### src/rtl/cla_seq_adder.sv
// Sequential WIDTH-bit adder: one 4-bit carry-lookahead group per cycle, plus word-level G/P.
// Latency: done pulses N=WIDTH/4 cycles after the accepted start edge; one add every N+2 cycles.
// Backpressure: start is only sampled in IDLE; requests while busy are dropped, not queued.
// Optional feature: define CLA_SEQ_OVF_EN to add the signed-overflow output ovf.
// WIDTH must be a multiple of 4 and at least 4.
module cla_seq_adder #(
  parameter int WIDTH = 16
) (
  input  logic             clk,
  input  logic             rst,
  input  logic             start,
  input  logic [WIDTH-1:0] a,
  input  logic [WIDTH-1:0] b,
  input  logic             cin,
  output logic             busy,
  output logic             done,
  output logic [WIDTH-1:0] sum,
  output logic             cout,
  output logic             g_out,
`ifdef CLA_SEQ_OVF_EN
  output logic             p_out,
  output logic             ovf
`else
  output logic             p_out
`endif
);

  localparam int N  = WIDTH / 4;
  localparam int IW = (N > 1) ? $clog2(N) : 1;

  typedef enum logic [1:0] {IDLE, RUN, DONE} state_t;

  state_t           state;
  logic [WIDTH-1:0] a_r;
  logic [WIDTH-1:0] b_r;
  logic [IW-1:0]    idx;
  logic             carry;
  logic             g_acc;
  logic             p_acc;

  logic [3:0] a_nib;
  logic [3:0] b_nib;
  logic [3:0] g;
  logic [3:0] p;
  logic       c1, c2, c3, c4;
  logic       gg, pg;
  logic [3:0] sum_nib;
  logic       last;

  // Lookahead for the group selected by idx, from the captured operands and the running carry.
  always_comb begin
    a_nib   = 4'(a_r >> {idx, 2'b00});
    b_nib   = 4'(b_r >> {idx, 2'b00});
    g       = a_nib & b_nib;
    p       = a_nib ^ b_nib;
    c1      = g[0] | (p[0] & carry);
    c2      = g[1] | (p[1] & g[0]) | (p[1] & p[0] & carry);
    c3      = g[2] | (p[2] & g[1]) | (p[2] & p[1] & g[0]) | (p[2] & p[1] & p[0] & carry);
    c4      = g[3] | (p[3] & g[2]) | (p[3] & p[2] & g[1]) | (p[3] & p[2] & p[1] & g[0])
            | (p[3] & p[2] & p[1] & p[0] & carry);
    gg      = g[3] | (p[3] & g[2]) | (p[3] & p[2] & g[1]) | (p[3] & p[2] & p[1] & g[0]);
    pg      = &p;
    sum_nib = p ^ {c3, c2, c1, carry};
    last    = (idx == IW'(N - 1));
  end

  // Control FSM and all registered outputs; reset mid-add discards everything.
  always_ff @(posedge clk or posedge rst) begin
    if (rst) begin
      state <= IDLE;
      a_r   <= '0;
      b_r   <= '0;
      idx   <= '0;
      carry <= 1'b0;
      g_acc <= 1'b0;
      p_acc <= 1'b0;
      busy  <= 1'b0;
      done  <= 1'b0;
      sum   <= '0;
      cout  <= 1'b0;
      g_out <= 1'b0;
      p_out <= 1'b0;
`ifdef CLA_SEQ_OVF_EN
      ovf   <= 1'b0;
`endif
    end else begin
      case (state)
        IDLE: begin
          done <= 1'b0;
          if (start) begin
            state <= RUN;
            busy  <= 1'b1;
            a_r   <= a;
            b_r   <= b;
            idx   <= '0;
            carry <= cin;
            g_acc <= 1'b0;
            p_acc <= 1'b1;
            sum   <= '0;
`ifdef CLA_SEQ_OVF_EN
            ovf   <= 1'b0;
`endif
          end
        end
        RUN: begin
          // sum was cleared on start, so OR-ing each nibble into place is enough.
          sum   <= sum | (WIDTH'(sum_nib) << {idx, 2'b00});
          carry <= c4;
          g_acc <= gg | (pg & g_acc);
          p_acc <= p_acc & pg;
          idx   <= idx + 1'b1;
          if (last) begin
            state <= DONE;
            done  <= 1'b1;
            cout  <= c4;
            g_out <= gg | (pg & g_acc);
            p_out <= p_acc & pg;
`ifdef CLA_SEQ_OVF_EN
            ovf   <= c3 ^ c4;
`endif
          end
        end
        DONE: begin
          state <= IDLE;
          done  <= 1'b0;
          busy  <= 1'b0;
        end
        default: begin
          state <= IDLE;
          done  <= 1'b0;
          busy  <= 1'b0;
        end
      endcase
    end
  end

endmodule

### config.mk
export PLATFORM = sky130hd
export DESIGN_NAME = cla_seq_adder
export DESIGN_NICKNAME = d
export VERILOG_FILES = /design/src/rtl/cla_seq_adder.sv
export SDC_FILE = /design/constraint.sdc
export NUM_CORES = 1
export LEC_CHECK = 0
export CAP_MARGIN = 40
export CORE_AREA = 4 4 79 81
export DETAILED_ROUTE_END_ITERATION = 8
export DIE_AREA = 0 0 83 85
export PLACE_DENSITY = 0.77
export SLEW_MARGIN = 20
export SYNTH_ARGS = -nofsm -noshare
export SYNTH_HDL_FRONTEND = slang
export SYNTH_SLANG_ARGS = --single-unit
### constraint.sdc
create_clock -name clk -period 2.8 [get_ports clk]
set_clock_uncertainty 0.1 [all_clocks]
set_input_delay 0.42 -clock clk [delete_from_list [all_inputs] [get_ports clk]]
set_output_delay 0.42 -clock clk [all_outputs]
set_load 0.02 [all_outputs]
==> impl_metrics.py <==
metrics = {
    "cts": {
        "tritoncts": "done",
        "clk_pin_slew_ns": 0.06,
        "worst_skew_pair.late_latency_ns": 0.32,
        "hold_buffers": 0,
        "cts_sinks": 60,
        "post-cts-setup-buffers": 0,
        "cts_made_buffers": 9,
        "ctsResizeCount": 0,
        "clockRootBuffer": "clkbuf_8",
        "cts_max_level": 3,
        "cts_buffer_depth": 2,
    },
    "power": {
        "ir_drop_mv": 0.574,
        "total_power_mw": 4.45,
        "power_density_mw_per_mm2": 1270,
        "leakage_nw": 1.67,
    },
    "grt": {
        "antenna_found_initial": 0,
        "grt_max_degree": 47,
        "track_usage": 0.170,
        "grt_pass1_vias": 1993,
        "gr-total-overflow": 0,
        "grt_pass1_wl_mm": 9.50,
    },
    "floorplan": {
        "die-height_um": 85,
        "fp.coreArea_sq_mm": 0.00547,
        "ioPinCount": 57,
        "die-area_sq_mm": 0.00706,
        "die_w_um": 83,
        "rows": 27,
        "start_util": 0.497,
    },
    "yosys": {
        "ys_seq_area_frac": 0.551,
        "netlist.area_leader.share": 0.551,
        "ys_types": 37,
        "syn_nets": 299,
        "syn_area_per_cell_sq_um": 10.6,
        "syn_inst": 256,
        "synthFlopType": "dfrtp_1",
        "ys_async_sr_fraction": 1.00,
        "synth.largest_area_cell": "dfrtp_1",
        "synth_edf_count": 0,
        "synth-seq-cells": 60,
        "syn-cell-area_sq_mm": 0.00272,
        "netlist_top_cells_area": "dfrtp_1 55%, nand2_1 14%, mux4_2 6.6%",
        "synth_warnings": 0,
    },
    "worst_setup_path": {
        "critPathRequiredTime_ns": 2.91,
        "endpoint_kind": "register",
        "arrival_ns": 2.64,
        "critPathKind": "reg -> reg",
        "critPathLaunchType": "register",
        "cp_max_fo": 15,
    },
    "sta": {
        "final_max_slew_viol_count": 0,
        "hold_viol": 0,
        "min_period_ns": 2.54,
        "fmaxAchievable_ghz": 0.394,
        "tns_ns": 0,
        "setup_ws_ns": 0.264,
        "whs_ns": 0.262,
        "maxSlewHeadroom": 0.603,
        "rsz0062_at_grt": "no",
        "post-route-period-util": 0.906,
        "tightest_slew_ns": 0.595,
        "setup_viol": 0,
    },
    "routing": {
        "vias": 1978,
        "drc": 0,
        "viasPerCell": 5.05,
        "first_pass_iters": 4,
        "drt-total-wl_mm": 5.56,
        "avgRoutedWirePerCell_um": 14.2,
        "postRouteAntennaNets": 0,
        "drtIter0Drc": 106,
    },
    "hold_path": {
        "hp-class": "in -> async",
    },
    "cells_and_area": {
        "multi_input_area_sq_mm": 0.00110,
        "fin_util": 0.642,
        "stdcell_count": 392,
        "fill_cells": 457,
        "drive_gt1_frac": 0.109,
        "register_area_sq_mm": 0.00150,
        "antenna_cells": 0,
        "nNetsFinal": 358,
        "final_cell_mix": "102 x nand2_1, 60 x dfrtp_1, 56 x clkdlybuf4s50_1",
        "syn2layout_area_growth_pct": 29.1,
        "final_area_sq_mm": 0.00352,
        "final_common_cell": "nand2_1",
    },
    "place": {
        "dp_hpwl_mm": 4.02,
        "gp_congestion": 0.852,
        "dp.cells": 376,
        "pre_cts_slack_ns": 0.257,
        "port_buffers": 56,
        "dpl_cell_area_sq_mm": 0.00333,
    },
    "outcome": {
        "status": "finished clean",
    },
    "run": {
        "drv_cap": 0,
    },
}
## power breakdown
group	internal [mW]	switching [mW]
Clock	0.394	0.301
Combinational	1.01	1.24
Sequential	1.26	0.245
## logic make-up (layout without fill, tap and decap cells)
group	Yosys count	after routing	synth area share
simple gates	127	127	0.206
mux	8	8	0.0662
compound gates	33	33	0.0836
xor+xnor	3	3	0.00965
fa+ha+maj	7	7	0.0349
flops	60	60	0.551
buf+inv	18	82	0.0478
## cells in the mapped netlist (all sizes together), types with 2 or more instances
cell type	instances
o21ai	6
inv	4
ha	6
nand3	3
nand2	102
mux4	8
nor2	10
dfrtp	60
buf	13
a21oi	8
nor3b	4
xor2	2
a22o	12
a31oi	2
## flip-flops by register name, indices dropped and copies added (netlist names), 2 cells and up
signal and cells:
sum 16, state 2, a_r 16, b_r 16
idx 2
## metal layers
layer | wire (um) | GRT usage | vias up
li1 | - | - | 972
met1 | 2520 | 0.223 | 945
met2 | 2670 | 0.270 | 56
met3 | 311 | 0.0495 | 5
met4 | 55 | 0.0669 | 0
met5 | 0 | 0 | -
## worst paths after layout
kind	start	end	slack [ns]	cells after the start
worst max-delay path	idx[0]$_DFFE_PP0P_	sum[14]$_DFFE_PP0P_	0.26	7
worst min-delay path	rst	a_r[3]$_DFFE_PP0P_	0.26	2
worst max register to register	idx[0]$_DFFE_PP0P_	sum[14]$_DFFE_PP0P_	0.26	7
worst min register to register	a_r[9]$_DFFE_PP0P_	a_r[9]$_DFFE_PP0P_	0.37	2
max in group asynchronous	rst	b_r[12]$_DFFE_PP0P_	1.79	3
min in group clk	a_r[9]$_DFFE_PP0P_	a_r[9]$_DFFE_PP0P_	0.37	2
## worst max-delay path, stage by stage, from the launching register on
cell     delay, ns
dfrtp_1       0.33
buf_4         0.26
mux4_2        0.59
ha_1          0.34
a21o_1        0.19
a21oi_1       0.21
xnor2_1       0.16
a22o_1        0.23
## layout make-up
type,instances,area share
Tap cell,72,0.0256
Sequential cell,60,0.427
Timing Repair Buffer,62,0.179
Multi-Input combinational cell,178,0.312
Clock buffer,15,0.0502
Inverter,4,0.00427
Clock inverter,1,0.00142
(Power assumes the default switching activity.)
